==> src/rtl/rnbip_pkg.sv <==
// Shared definitions for the data-memory arbiter: state encoding, default
// arbitration limits and a counter-width helper.
package rnbip_pkg;

  typedef enum logic {
    S_CPU = 1'b0,
    S_DMA = 1'b1
  } arb_state_e;

  localparam int STARVE_LIMIT_DEF = 4;
  localparam int MAX_BURST_DEF    = 8;

  // Bits needed to hold values 0..max_val, never less than one bit.
  function automatic int cnt_width(input int max_val);
    if (max_val < 2) return 1;
    return $clog2(max_val + 1);
  endfunction

endpackage

==> src/rtl/dm_arb_counter.sv <==
// Small up-counter with clear priority; saturates or wraps at MAX_VAL.
// Used for both the DMA starvation count and the DMA burst beat count.
module dm_arb_counter #(
  parameter int WIDTH    = 3,
  parameter int MAX_VAL  = 7,
  parameter bit SATURATE = 1'b1
) (
  input  logic             clk,
  input  logic             rst_n,
  input  logic             clr,
  input  logic             inc,
  output logic [WIDTH-1:0] count
);

  logic [WIDTH-1:0] count_q;
  logic [WIDTH-1:0] count_d;

  always_comb begin
    count_d = count_q;
    if (clr) begin
      count_d = '0;
    end else if (inc) begin
      if (count_q == WIDTH'(MAX_VAL)) begin
        count_d = SATURATE ? count_q : '0;
      end else begin
        count_d = count_q + WIDTH'(1);
      end
    end
  end

  always_ff @(posedge clk) begin
    if (!rst_n) begin
      count_q <= '0;
    end else begin
      count_q <= count_d;
    end
  end

  assign count = count_q;

endmodule

==> src/rtl/dm_arbiter.sv <==
// Data-memory arbiter between the stage-3 CPU port and a DMA loader/debug port,
// with CPU priority, starvation-forced DMA grants and bounded DMA tenures.
module dm_arbiter
  import rnbip_pkg::*;
#(
  parameter int STARVE_LIMIT = STARVE_LIMIT_DEF,
  parameter int MAX_BURST    = MAX_BURST_DEF
) (
  input  logic       clk,
  input  logic       rst_n,
  input  logic       cpu_rd,
  input  logic       cpu_wr,
  input  logic [7:0] cpu_addr,
  input  logic [7:0] cpu_wdata,
  output logic [7:0] cpu_rdata,
  output logic       cpu_stall,
  input  logic       dma_req,
  input  logic       dma_we,
  input  logic [7:0] dma_addr,
  input  logic [7:0] dma_wdata,
  input  logic       dma_last,
  output logic       dma_gnt,
  output logic       dma_rvalid,
  output logic [7:0] dma_rdata,
  output logic [7:0] mem_addr,
  output logic [7:0] mem_wdata,
  output logic       mem_we,
  output logic       mem_re,
  input  logic [7:0] mem_rdata
);

  localparam int SW = cnt_width(STARVE_LIMIT);
  localparam int BW = cnt_width(MAX_BURST - 1);

  arb_state_e state_q;
  arb_state_e state_d;

  logic          dma_rvalid_q;
  logic          dma_rvalid_d;
  logic [7:0]    dma_rdata_q;
  logic [7:0]    dma_rdata_d;

  logic          cpu_req;
  logic          own_cpu;
  logic          own_dma;
  logic          starved;
  logic          burst_end;
  logic          starve_inc;
  logic          starve_clr;
  logic          burst_clr;
  logic [SW-1:0] starve_cnt;
  logic [BW-1:0] burst_cnt;

  assign cpu_req = cpu_rd | cpu_wr;
  assign starved = (starve_cnt == SW'(STARVE_LIMIT));

  // Ownership, grant/stall and next state; reset overrides everything so the
  // memory sees no strobes and any tenure in flight is dropped.
  always_comb begin
    state_d   = state_q;
    own_cpu   = 1'b0;
    own_dma   = 1'b0;
    dma_gnt   = 1'b0;
    cpu_stall = 1'b0;
    burst_end = 1'b0;

    case (state_q)
      S_CPU: begin
        if (dma_req && (!cpu_req || starved)) begin
          own_dma   = 1'b1;
          dma_gnt   = 1'b1;
          cpu_stall = cpu_req;
        end else if (cpu_req) begin
          own_cpu = 1'b1;
        end
      end
      S_DMA: begin
        own_dma   = dma_req;
        dma_gnt   = dma_req;
        cpu_stall = cpu_req;
      end
      default: begin
        state_d = S_CPU;
      end
    endcase

    burst_end = dma_gnt && (dma_last || (burst_cnt == BW'(MAX_BURST - 1)));

    if ((state_q == S_DMA) && !dma_req) begin
      state_d = S_CPU;
    end else if (dma_gnt) begin
      state_d = burst_end ? S_CPU : S_DMA;
    end

    if (!rst_n) begin
      state_d   = S_CPU;
      own_cpu   = 1'b0;
      own_dma   = 1'b0;
      dma_gnt   = 1'b0;
      cpu_stall = 1'b0;
    end
  end

  assign starve_inc = dma_req & ~dma_gnt;
  assign starve_clr = dma_gnt | ~dma_req;
  assign burst_clr  = (state_d == S_CPU);

  dm_arb_counter #(
    .WIDTH    (SW),
    .MAX_VAL  (STARVE_LIMIT),
    .SATURATE (1'b1)
  ) u_starve_cnt (
    .clk   (clk),
    .rst_n (rst_n),
    .clr   (starve_clr),
    .inc   (starve_inc),
    .count (starve_cnt)
  );

  dm_arb_counter #(
    .WIDTH    (BW),
    .MAX_VAL  (MAX_BURST - 1),
    .SATURATE (1'b0)
  ) u_burst_cnt (
    .clk   (clk),
    .rst_n (rst_n),
    .clr   (burst_clr),
    .inc   (dma_gnt),
    .count (burst_cnt)
  );

  // Memory port steering; a CPU read+write collapses to a write.
  always_comb begin
    mem_addr  = cpu_addr;
    mem_wdata = cpu_wdata;
    mem_we    = 1'b0;
    mem_re    = 1'b0;
    cpu_rdata = 8'h00;
    if (own_dma) begin
      mem_addr  = dma_addr;
      mem_wdata = dma_wdata;
      mem_we    = dma_we;
      mem_re    = ~dma_we;
    end else if (own_cpu) begin
      mem_we    = cpu_wr;
      mem_re    = cpu_rd & ~cpu_wr;
      cpu_rdata = mem_rdata;
    end
  end

  always_comb begin
    dma_rvalid_d = own_dma & ~dma_we;
    dma_rdata_d  = dma_rvalid_d ? mem_rdata : dma_rdata_q;
  end

  always_ff @(posedge clk) begin
    if (!rst_n) begin
      state_q      <= S_CPU;
      dma_rvalid_q <= 1'b0;
      dma_rdata_q  <= 8'h00;
    end else begin
      state_q      <= state_d;
      dma_rvalid_q <= dma_rvalid_d;
      dma_rdata_q  <= dma_rdata_d;
    end
  end

  assign dma_rvalid = dma_rvalid_q;
  assign dma_rdata  = dma_rdata_q;

endmodule

==> config.mk <==
export PLATFORM = sky130hd
export DESIGN_NAME = dm_arbiter
export DESIGN_NICKNAME = d
export VERILOG_FILES = /design/src/rtl/rnbip_pkg.sv /design/src/rtl/dm_arb_counter.sv /design/src/rtl/dm_arbiter.sv
export SDC_FILE = /design/constraint.sdc
export NUM_CORES = 1
export LEC_CHECK = 0
export CELL_PAD_IN_SITES_DETAIL_PLACEMENT = 0
export CELL_PAD_IN_SITES_GLOBAL_PLACEMENT = 1
export CORE_MARGIN = 1
export CORE_UTILIZATION = 26
export DETAILED_ROUTE_END_ITERATION = 6
export PLACE_DENSITY_LB_ADDON = 0.1
export SLEW_MARGIN = 20
export SYNTH_ARGS = -nofsm -noshare
export SYNTH_HDL_FRONTEND = slang
export SYNTH_SLANG_ARGS = --single-unit
==> constraint.sdc <==
create_clock -name clk -period 3.6 [get_ports clk]
set_input_delay 0.72 -clock clk [delete_from_list [all_inputs] [get_ports clk]]
set_output_delay 0.72 -clock clk [all_outputs]
set_load 0.01 [all_outputs]
==> flow_summary.ini <==
[flow_run]
cap_violations = 0

[timing]
setup_viol = 0
fin_setup_tns_ps = 0
slew_headroom = 0.439
worst_slew_pin_slew_ps = 841
timing.final.crit_share = 0.926
rsz0062_at_grt = no
hold_viol = 0
finClkSkew_ps = 2.39
fmax_ghz = 0.300
period_minus_slack_ps = 3330
slew_violations = 0

[synth]
synth-async-reset-ratio = 0
syn-num-nets = 167
ys_ff_latch = 16
ys_top_cells_by_area = dfxtp_1 (28%), mux2_4 (17%), o2111ai_1 (6.9%)
syn_area_per_cell_sq_um = 9.88
synth_ff_type = dfxtp_1
yosysTopAreaCell = dfxtp_1
synth_edf_count = 0
synth.distinct_cells = 28
ys.warnings.count = 0
netlist_area_sq_um = 1150
seq_area_frac_synth = 0.279
synth_cells = 116
synth.most_common_cell = dfxtp_1
netlist.area_leader.share = 0.279
synth_common_cells = dfxtp_1 (16), mux2_4 (13), nand3b_1 (10)

[critical_path]
cp.depth = 5
start_kind = primary input
cp.required_ps = 2880
crit_chain = clkdlybuf4s50_1 > o2bb2ai_2 > a211oi_2 > and2_1 > clkdlybuf4s50_1
reg2reg_depth = 3
critPathMaxStageDelay_ps = 540
cp_common_cell = clkdlybuf4s50_1
r2r-start = state_q
endpoint = cpu_rdata[6]
worst-setup-path-type = primary input to output port
rrSetupSlack_ps = 1990
arrival_ps = 2610
cp_slowest_cell = clkdlybuf4s50_1
startpoint = cpu_wr
crit_path_max_fanout = 8
cp_num_buf_inv = 2
r2r_end = u_burst_cnt.count[2]
crit_family = buffers and inverters
end_kind = output port

[floorplan]
dieWidth_um = 68.4
row_count = 23
start_util = 0.279
die_height_um = 68.4
die-area_sq_um = 4680
core_area_sq_um = 4120
ios = 84

[status]
status = finished clean

[hold_path]
min_delay_path_depth = 1
hold_class = register to register

[clock_network]
cts_max_level = 1
cts_num_sinks = 16
clk_pin_slew_ps = 70
holdBufCountCts = 0
cts_tree = yes
clockRootBuffer = clkbuf_8
cts_buffers = 3
cts_repair_resize_count = 0
post_cts_buffers = 0
cts.path.max_buffers = 2
clk_latency_ps = 250

[detailed_routing]
first_pass_iters = 4
wl_per_cell_um = 15.0
drt_iter0_markers = 46
drcViolationCount = 0
vias_per_cell = 5.01
totalWireLength_um = 3690
num_vias = 1233
ant_nets = 0

[power_and_ir_drop]
comb_power_share = 0.339
finalPower_mw = 0.531
cellLeakagePower_nw = 0.784
clkPwrFrac = 0.301
powerDensity_nw_per_um2 = 256
ir_drop_v = 0.000184
seqPwrFrac = 0.360
switching_power_mw = 0.132
p_sw_frac = 0.248
p_int_mw = 0.399

[cells_and_area]
fill_cells = 385
syn_to_final_growth_pct = 81.0
final_nets = 248
utilization = 0.504
multiInputGateArea_sq_um = 752
final_layout_size_suffix_gt1_frac = 0.143
diodes = 0
regArea_sq_um = 320

[grt]
antenna_found_initial = 0
overflow = 0
grt_pass1_vias = 1211
grt_usage = 0.157
grt_start_max_net_pins = 27
grt_pass1_wl_um = 5560

[placed_design]
dp_hpwl_um = 2870
io_buffers = 83
gp_congestion = 0.725
==> state kept, by name, summed over array words and instances (netlist names) <==
signal and cells:
u_burst_cnt.count 3, u_starve_cnt.count 3, dma_rvalid 1, state_q 1
dma_rdata 8
==> through the flow <==
step                      worst slack, ps  area, sq um  hold slack (ps)  cells
after floorplan                      1330         1150              404    116
after global placement                271         2020              417    242
after detailed placement              246         2020              432    242
after CTS                             240         2070              442    246
after global routing                 94.9         2070              458    246
final                                 267         2070              439    246
==> per-layer routing <==
layer  vias up  global-route usage  part of all wire
li1        603                   -                 -
met1       574               0.173              0.39
met2        56               0.308              0.52
met3         0              0.0383             0.087
met4         0              0.0156                 0
met5         -                   0                 0
==> layout make-up <==
class                   instances  area share
well taps                      50      0.0302
clock buffers                   4      0.0265
flip-flops and latches         16       0.154
inverters                       3     0.00543
repair buffers                 87       0.421
multi-input cells              86       0.362
==> cell usage in the layout, fill, tap and decap left out <==
cell type,instances
dfxtp_1,16
o21bai_4,1
clkdlybuf4s50_1,83
o221ai_1,8
nand2_1,9
mux2_4,13
o2bb2ai_2,1
mux2_2,3
o2111ai_1,9
nor2_1,2
o22ai_1,1
nor4b_1,2
inv_1,3
clkbuf_8,4
a211oi_2,1
nand2_2,1
a21oi_1,2
o21ai_0,2
nor2b_1,1
nor4_1,3
ha_1,4
buf_12,1
buf_4,3
or4bb_1,1
nor3_1,1
a2111oi_0,1
o21ai_1,1
and2_1,9
nand3b_1,10
==> worst min path at each step <==
stage / startpoint / end
after floorplan: u_burst_cnt.count[0] / u_burst_cnt.count[0]
after global placement: u_burst_cnt.count[0] / u_burst_cnt.count[0]
after detailed placement: u_burst_cnt.count[0] / u_burst_cnt.count[0]
after CTS: u_burst_cnt.count[0] / u_burst_cnt.count[0]
after global routing: u_burst_cnt.count[0] / u_burst_cnt.count[0]
final: u_burst_cnt.count[0] / u_burst_cnt.count[0]
==> power by group through the flow <==
stage / logic (mW) / clock network (mW) / registers, mW
2_1_floorplan: 0.0668 / 0 / 0.196
4_1_cts: 0.182 / 0.163 / 0.191
3_3_place_gp: 0.178 / 0 / 0.195
3_5_place_dp: 0.181 / 0 / 0.195
6_report: 0.180 / 0.160 / 0.191
5_1_grt: 0.194 / 0.177 / 0.192
==> cells by family (layout without fill, tap and decap cells) <==
logic type / after synthesis / count (layout) / synth area share
AOI/OAI and AO/OA: 27 / 27 / 0.205
muxes: 16 / 16 / 0.200
DFF: 16 / 16 / 0.279
adders and majority gates: 4 / 4 / 0.0437
buffers and inverters: 14 / 94 / 0.0644
and+or+nand+nor: 39 / 39 / 0.207
(Power assumes the default switching activity.)
